`config.mk`:
```
export PLATFORM = sky130hd
export DESIGN_NAME = difftest_mhpm_ovf_sched_flat
export DESIGN_NICKNAME = d
export VERILOG_FILES = /design/src/rtl/difftest_sched_pkg.sv /design/src/rtl/difftest_mhpm_ovf_sched_if.sv /design/src/rtl/difftest_mhpm_ovf_sched_rr_arbiter.sv /design/src/rtl/difftest_mhpm_ovf_sched.sv /design/src/flat_wrapper.sv
export SDC_FILE = /design/constraint.sdc
export NUM_CORES = 1
export LEC_CHECK = 0
export CAP_MARGIN = 0
export CORE_ASPECT_RATIO = 0.75
export CORE_UTILIZATION = 26
export DETAILED_ROUTE_END_ITERATION = 8
export PLACE_DENSITY_LB_ADDON = 0.1
export SETUP_SLACK_MARGIN = 0.4
export SLEW_MARGIN = 20
export SYNTH_ARGS = -nofsm -noshare
export SYNTH_HDL_FRONTEND = slang
export SYNTH_SLANG_ARGS = --single-unit
```
`constraint.sdc`:
```
create_clock -name clock -period 3.5 [get_ports clock]
set_clock_uncertainty 0.2 [all_clocks]
set_input_delay 0.525 -clock clock [delete_from_list [all_inputs] [get_ports clock]]
set_output_delay 0.525 -clock clock [all_outputs]
set_load 0.02 [all_outputs]
```
`src/rtl/difftest_sched_pkg.sv`:
```
// rtl/difftest_sched_pkg.sv - shared constants, types and round-robin helper for the overflow scheduler
//
// Contents:
//   OVF_W, COREID_W : default overflow vector and core id widths
//   ovf_vec_t       : one core's overflow vector
//   rr_next         : modular pointer increment (wraps n-1 -> 0)
package difftest_sched_pkg;

    localparam int OVF_W    = 64;
    localparam int COREID_W = 8;

    typedef logic [OVF_W-1:0] ovf_vec_t;

    function automatic int unsigned rr_next(input int unsigned ptr, input int unsigned n);
        return (ptr + 32'd1 >= n) ? 32'd0 : ptr + 32'd1;
    endfunction

endpackage

```
`src/rtl/difftest_mhpm_ovf_sched_if.sv`:
```
// rtl/difftest_mhpm_ovf_sched_if.sv - MhpmeventOverflow event channel (valid/ready) toward the difftest sink
//
// Signals:
//   out_valid             : event valid (scheduler -> sink)
//   out_ready             : sink accepts event this cycle (sink -> scheduler)
//   out_mhpmeventOverflow : issued overflow vector
//   out_coreid            : issued core id
// Modports: master = scheduler side, slave = sink side.
interface difftest_mhpm_ovf_sched_if #(
    parameter int OVF_W    = 64,
    parameter int COREID_W = 8
);
    logic                out_valid;
    logic                out_ready;
    logic [OVF_W-1:0]    out_mhpmeventOverflow;
    logic [COREID_W-1:0] out_coreid;

    modport master (
        output out_valid,
        output out_mhpmeventOverflow,
        output out_coreid,
        input  out_ready
    );

    modport slave (
        input  out_valid,
        input  out_mhpmeventOverflow,
        input  out_coreid,
        output out_ready
    );
endinterface

```
`src/rtl/difftest_mhpm_ovf_sched_rr_arbiter.sv`:
```
// rtl/difftest_mhpm_ovf_sched_rr_arbiter.sv - combinational round-robin arbiter (first request at or after ptr)
//
// Ports:
//   req     in  N  request vector
//   ptr     in  W  highest-priority index for this cycle
//   gnt     out N  one-hot grant
//   gnt_idx out W  index of the granted requester
//   any     out 1  at least one request present
module rr_arbiter #(
    parameter  int N = 4,
    localparam int W = (N > 1) ? $clog2(N) : 1
) (
    input  logic [N-1:0] req,
    input  logic [W-1:0] ptr,
    output logic [N-1:0] gnt,
    output logic [W-1:0] gnt_idx,
    output logic         any
);

    always_comb begin
        int j;
        gnt     = '0;
        gnt_idx = '0;
        any     = 1'b0;
        j       = 0;
        // Walk N positions starting at ptr; the first hit wins and blocks the rest.
        for (int k = 0; k < N; k++) begin
            j = int'(ptr) + k;
            if (j >= N) begin
                j = j - N;
            end
            if (!any && req[j]) begin
                any     = 1'b1;
                gnt[j]  = 1'b1;
                gnt_idx = W'(j);
            end
        end
    end

endmodule

```
`src/rtl/difftest_mhpm_ovf_sched.sv`:
```
// rtl/difftest_mhpm_ovf_sched.sv - per-core sticky overflow accumulators scheduled round-robin onto one event channel
//
// Ports:
//   clock     in   1                 sole clock
//   reset     in   1                 asynchronous active-low reset
//   enable    in   1                 sink enable; low blocks new issues, accumulation continues
//   in_valid  in   NUM_CORES         per-core overflow report strobe
//   in_ovf    in   NUM_CORES*OVF_W   per-core vectors, core i at [i*OVF_W +: OVF_W]
//   evt       master modport         out_valid/out_ready/out_mhpmeventOverflow/out_coreid
//   pend_mask out  NUM_CORES         bit i set while core i has pending bits
module difftest_mhpm_ovf_sched
    import difftest_sched_pkg::*;
#(
    parameter int NUM_CORES   = 4,
    parameter int OVF_W       = difftest_sched_pkg::OVF_W,
    parameter int COREID_W    = difftest_sched_pkg::COREID_W,
    parameter int COREID_BASE = 0
) (
    input  logic                       clock,
    input  logic                       reset,
    input  logic                       enable,
    input  logic [NUM_CORES-1:0]       in_valid,
    input  logic [NUM_CORES*OVF_W-1:0] in_ovf,
    difftest_mhpm_ovf_sched_if.master  evt,
    output logic [NUM_CORES-1:0]       pend_mask
);

    localparam int PTR_W = (NUM_CORES > 1) ? $clog2(NUM_CORES) : 1;

    logic [OVF_W-1:0]     pend [NUM_CORES];
    logic [NUM_CORES-1:0] req;
    logic [NUM_CORES-1:0] gnt;
    logic [PTR_W-1:0]     gnt_idx;
    logic [PTR_W-1:0]     ptr;
    logic                 any_req;
    logic                 slot_free;
    logic                 issue;

    // Requests come only from registered pend: a report in this cycle is seen next cycle.
    always_comb begin
        for (int i = 0; i < NUM_CORES; i++) begin
            req[i] = |pend[i];
        end
    end

    assign pend_mask = req;
    assign slot_free = !evt.out_valid || evt.out_ready;
    assign issue     = enable && slot_free && any_req;

    rr_arbiter #(
        .N (NUM_CORES)
    ) u_arb (
        .req     (req),
        .ptr     (ptr),
        .gnt     (gnt),
        .gnt_idx (gnt_idx),
        .any     (any_req)
    );

    always_ff @(posedge clock or negedge reset) begin
        if (!reset) begin
            for (int i = 0; i < NUM_CORES; i++) begin
                pend[i] <= '0;
            end
            ptr                       <= '0;
            evt.out_valid             <= 1'b0;
            evt.out_mhpmeventOverflow <= '0;
            evt.out_coreid            <= '0;
        end else begin
            for (int i = 0; i < NUM_CORES; i++) begin
                if (issue && gnt[i]) begin
                    // The granted vector leaves now; bits reported in the same cycle start a fresh accumulation.
                    pend[i] <= in_valid[i] ? in_ovf[i*OVF_W +: OVF_W] : '0;
                end else if (in_valid[i]) begin
                    pend[i] <= pend[i] | in_ovf[i*OVF_W +: OVF_W];
                end
            end

            if (issue) begin
                evt.out_valid             <= 1'b1;
                evt.out_mhpmeventOverflow <= pend[gnt_idx];
                evt.out_coreid            <= COREID_W'(COREID_BASE + int'(gnt_idx));
                ptr                       <= PTR_W'(rr_next(32'(gnt_idx), NUM_CORES));
            end else if (evt.out_ready) begin
                // Data and core id keep their last value once accepted.
                evt.out_valid <= 1'b0;
            end
        end
    end

endmodule

```
`src/flat_wrapper.sv`:
```
// flat-port wrapper written by rule: the top's interface ports become plain ports
module difftest_mhpm_ovf_sched_flat import difftest_sched_pkg::*;
#(
    parameter int NUM_CORES   = 4,
    parameter int OVF_W       = difftest_sched_pkg::OVF_W,
    parameter int COREID_W    = difftest_sched_pkg::COREID_W,
    parameter int COREID_BASE = 0
)
  (clock, reset, enable, in_valid, in_ovf, pend_mask, evt_out_valid, evt_out_mhpmeventOverflow, evt_out_coreid, evt_out_ready);
  difftest_mhpm_ovf_sched_if #(.OVF_W(OVF_W), .COREID_W(COREID_W)) evt_i ();
  input  logic clock;
  input  logic reset;
  input  logic enable;
  input  logic [NUM_CORES-1:0] in_valid;
  input  logic [NUM_CORES*OVF_W-1:0] in_ovf;
  output logic [NUM_CORES-1:0] pend_mask;
  output wire logic [$bits(evt_i.out_valid)-1:0] evt_out_valid;
  output wire logic [$bits(evt_i.out_mhpmeventOverflow)-1:0] evt_out_mhpmeventOverflow;
  output wire logic [$bits(evt_i.out_coreid)-1:0] evt_out_coreid;
  input wire logic [$bits(evt_i.out_ready)-1:0] evt_out_ready;
  assign evt_out_valid = evt_i.out_valid;
  assign evt_out_mhpmeventOverflow = evt_i.out_mhpmeventOverflow;
  assign evt_out_coreid = evt_i.out_coreid;
  assign evt_i.out_ready = evt_out_ready;
  difftest_mhpm_ovf_sched #(.NUM_CORES(NUM_CORES), .OVF_W(OVF_W), .COREID_W(COREID_W), .COREID_BASE(COREID_BASE)) u_core (.clock(clock), .reset(reset), .enable(enable), .in_valid(in_valid), .in_ovf(in_ovf), .evt(evt_i), .pend_mask(pend_mask));
endmodule
```
==> run_results.csv, run 1 <==
group,metric,value,unit
status,status,"finished with violations",
status,violations,"negative setup slack",
pwr,power_frac_clock,22.1,%
clock_tree,clk_pin_slew,0.06,ns
pwr,power_frac_comb,45.3,%
yosys,synth_seq_area_share,57.0,%
yosys,synth-edff-count,0,
grt,grtUsageMet1,35.9,%
grt,overflow,0,
place,hpwl,49600,µm
grt,track_usage,24.6,%
floorplan,die_h,205,µm
cells_and_area,area_delta_synth_final,70.0,%
cells_and_area,drive_gt1_share,32.9,%
route,drt_iter0_drc,1091,
yosys,synth-xor-area-share,0,%
pwr,internal_power,12000,µW
yosys,ys.flop_type,"dfrtp_1",
setup_path,critPathCaptureType,"flop",
place,dp_cells,2547,
floorplan,die-area,55800,µm²
cells_and_area,fin_util,45.2,%
pwr,swShare,36.4,%
yosys,synth.area.top_cells,"dfrtp_1, a22o_1, a311oi_1",
pwr,switchingPower,6850,µW
yosys,synth_compound_area_share,27.2,%
floorplan,initial_core_util,26.6,%
sta,worst_pin_slew,0.966,ns
yosys,synth_top_cell_by_area,"dfrtp_1",
clock_tree,numClockSinks,325,
route,wl,73000,µm
floorplan,core_area,53600,µm²
clock_tree,clkLatencyLatePin,0.55,ns
yosys,syn_area_per_cell,11.5,µm²
yosys,ys_warn_count,0,
yosys,synthDominantCellAreaShare,57.0,%
setup_path,crit_family,"simple AND/OR/NAND/NOR gates",
pwr,powerDensity,775,nW/µm²
cells_and_area,layout_commonest_cell,"buf_4",
pwr,power_frac_seq,32.6,%
grt,met2_usage,35.8,%
cells_and_area,layout_common_cells,"buf_4, clkdlybuf4s50_1, dfrtp_1",
pwr,max-vdd-ir-drop,0.000417,V
yosys,ys_async_sr_fraction,100,%
worst_hold_path,hold_class,"primary input to flop",
route,vias,13900,
clock_tree,root_buffer,"clkbuf_16",
clock_tree,cts_max_level,2,
yosys,netlist_area,14300,µm²
setup_path,crit_fanout,14,
sta,fmaxAchievable,0.247,GHz
clock_tree,cts_tree,"built",
cells_and_area,final_nets,2185,
sta,layout_setup_ws,-0.544,ns
grt,grt_max_degree,92,
cells_and_area,fin_cells,2659,
floorplan,io_pins,341,
grt,grt_pass1_wl,99500,µm
sta,fin_crit,4.04,ns
route,avgViaCountPerCell,5.24,
setup_path,path_buf_inv,5,
yosys,synth-simple-area-share,10.2,%
clock_tree,cts_made_buffers,38,
grt,busiest_layer,"met1",
floorplan,die_x,273,µm
setup_path,critPathSlowestCell,"or4_4",
sta,slew_violations,0,
route,wl_per_cell,27.4,µm
place,io_buffers,334,
setup_path,cp_cell_sequence,"nor4_4, buf_6, nand4_1, or4_4, buf_6, mux4_2, nand2b_4, nor3b_4, or2_4, clkinv_8, buf_12, buf_12, a211oi_2, a311oi_2",
run,cap_viol_max_count,0,
clock_tree,clockBufferDepth,3,
cells_and_area,nFillCells,5006,
route,detail-route-antenna-nets,0,
route,firstDrtPassIters,7,
yosys,ys_ff_latch,325,
sta,final.period_utilization,116,%
sta,hold_violations,0,
floorplan,rows,73,
cells_and_area,ff_latch_area,8130,µm²
grt,grt_use_met3,7.03,%
yosys,synthAdderAreaFrac,0.789,%
pwr,cellLeakagePower,0.0103,µW
setup_path,cp-start-kind,"flop",
sta,relSlewSlack,35.6,%
setup_path,crit_type,"flop to flop",
grt,antenna_found_initial,12,
yosys,ys_types,39,
setup_path,crit_path_max_incr_delay,0.61,ns
sta,rsz0062_at_grt,"yes",
yosys,synth_top_family_by_area,"compound AO/OA/AOI/OAI gates",
yosys,synth_cells,1242,
grt,grt_pass1_vias,14100,
route,remaining_drc_errors,0,
place,gp_congestion,0.867,
setup_path,crit_arrival,4.26,ns
setup_path,worstPathRequired,3.72,ns
yosys,synth_mux_area_share,0.544,%
cells_and_area,multiInputGateArea,6520,µm²
sta,setup_viol,326,
==> kinds of logic (layout without fill, tap and decap cells) <==
family | after synthesis | after routing
compound gates | 465 | 467
other cells | 1 | 13
buf+inv | 127 | 818
simple gates | 311 | 311
fa+ha+maj | 9 | 9
mux | 4 | 4
flops | 325 | 325
==> through the flow <==
stage | setup slack [ns] | total power (µW) | hold slack, ns | setup TNS (ns) | cell area [µm²]
floorplan | 0.0968 | 8960 | 0.0294 | 0 | 14300
global placement | -0.830 | 13200 | 0.277 | -201.43 | 21200
detailed placement | -0.911 | 13200 | 0.290 | -226.28 | 21200
CTS | -0.531 | 18100 | 0.228 | -126.20 | 23300
global route | -0.617 | 19700 | 0.253 | -154.09 | 24200
finish | -0.544 | 18800 | 0.266 | -131.85 | 24300
==> power by group through the flow <==
stage	combinational [µW]	sequential (µW)	clock, µW
floorplan	2650	6300	0
global placement	7140	6080	0
detailed placement	7160	6070	0
CTS	7780	6110	4240
global route	9040	6280	4380
finish	8510	6140	4160
==> path summary, 6_finish.rpt <==
kind / from / end / slack, ns / depth (start not counted)
worst max register to register: u_core.pend[222] / u_core.evt.out_mhpmeventOverflow[36] / -0.54 / 14
max in group asynchronous: reset / u_core.pend[209] / 1.78 / 3
min in group asynchronous: reset / u_core.evt.out_coreid[1] / 0.43 / 2
worst min register to register: u_core.evt.out_coreid[0] / u_core.evt.out_coreid[0] / 0.30 / 2
worst min-delay path: in_valid[3] / u_core.pend[43] / 0.27 / 2
worst max-delay path: u_core.pend[222] / u_core.evt.out_mhpmeventOverflow[36] / -0.54 / 14
==> area by class of cell <==
cell class              count  share of cell area (%)
inverters                   6                   0.144
diodes                      7                  0.0722
clock buffers              55                    4.64
multi-input cells         797                    26.9
well taps                 712                    3.67
repair buffers            744                    30.4
flip-flops and latches    325                    33.5
clock inverters            13                   0.681
==> state kept, by name (all words and copies together), names as in the netlist <==
name,cells
u_core.pend,256
u_core.ptr,2
u_core.evt.out_valid,1
u_core.evt.out_mhpmeventOverflow,64
u_core.evt.out_coreid,2
==> cells in the mapped netlist (10+ instances only) <==
| cell type | instances |
|---|---|
| buf_4 | 10 |
| a311oi_1 | 64 |
| nand4_1 | 16 |
| buf_1 | 26 |
| a211oi_1 | 64 |
| nor2_1 | 66 |
| dfrtp_1 | 325 |
| a22o_1 | 256 |
| nor4_1 | 66 |
| clkbuf_1 | 50 |
| o21a_1 | 64 |
| nand2_1 | 146 |
| buf_2 | 27 |
==> worst reg2reg max path: stages (launching register included) <==
cell and delay (ns):
dfrtp_1 0.41, nor4_4 0.34, buf_6 0.18, nand4_1 0.29
or4_4 0.61, buf_6 0.14, mux4_2 0.48, nand2b_4 0.10
nor3b_4 0.20, or2_4 0.21, clkinv_8 0.11, buf_12 0.18
buf_12 0.15, a211oi_2 0.25, a311oi_2 0.06
==> timing repair <==
item	4_1_cts	5_1_grt
resized for setup	112	103
buffers inserted	6	1
hold endpoints to repair	84	0
pin swaps	32	44
hold buffers	1	0
setup endpoints to repair	329	329
gates cloned	8	21
==> routing by layer <==
layer | up-vias | part of all wire, %
li1 | 6164 | -
met1 | 7109 | 46
met2 | 557 | 43
met3 | 86 | 9.0
met4 | 8 | 1.9
met5 | - | 0.073
No activity file was read; power rests on OpenSTA's default activity.
==> run 2, diff against run 1 <==
--- a/config.mk
+++ b/config.mk
@@ -5,7 +5,7 @@
 export SDC_FILE = /design/constraint.sdc
 export NUM_CORES = 1
 export LEC_CHECK = 0
-export CAP_MARGIN = 0
+export CAP_MARGIN = 15
 export CORE_ASPECT_RATIO = 0.75
 export CORE_UTILIZATION = 26
 export DETAILED_ROUTE_END_ITERATION = 8
==> results of run 2 <==
Final layout, timing and power as in run 1 (identical DEF).
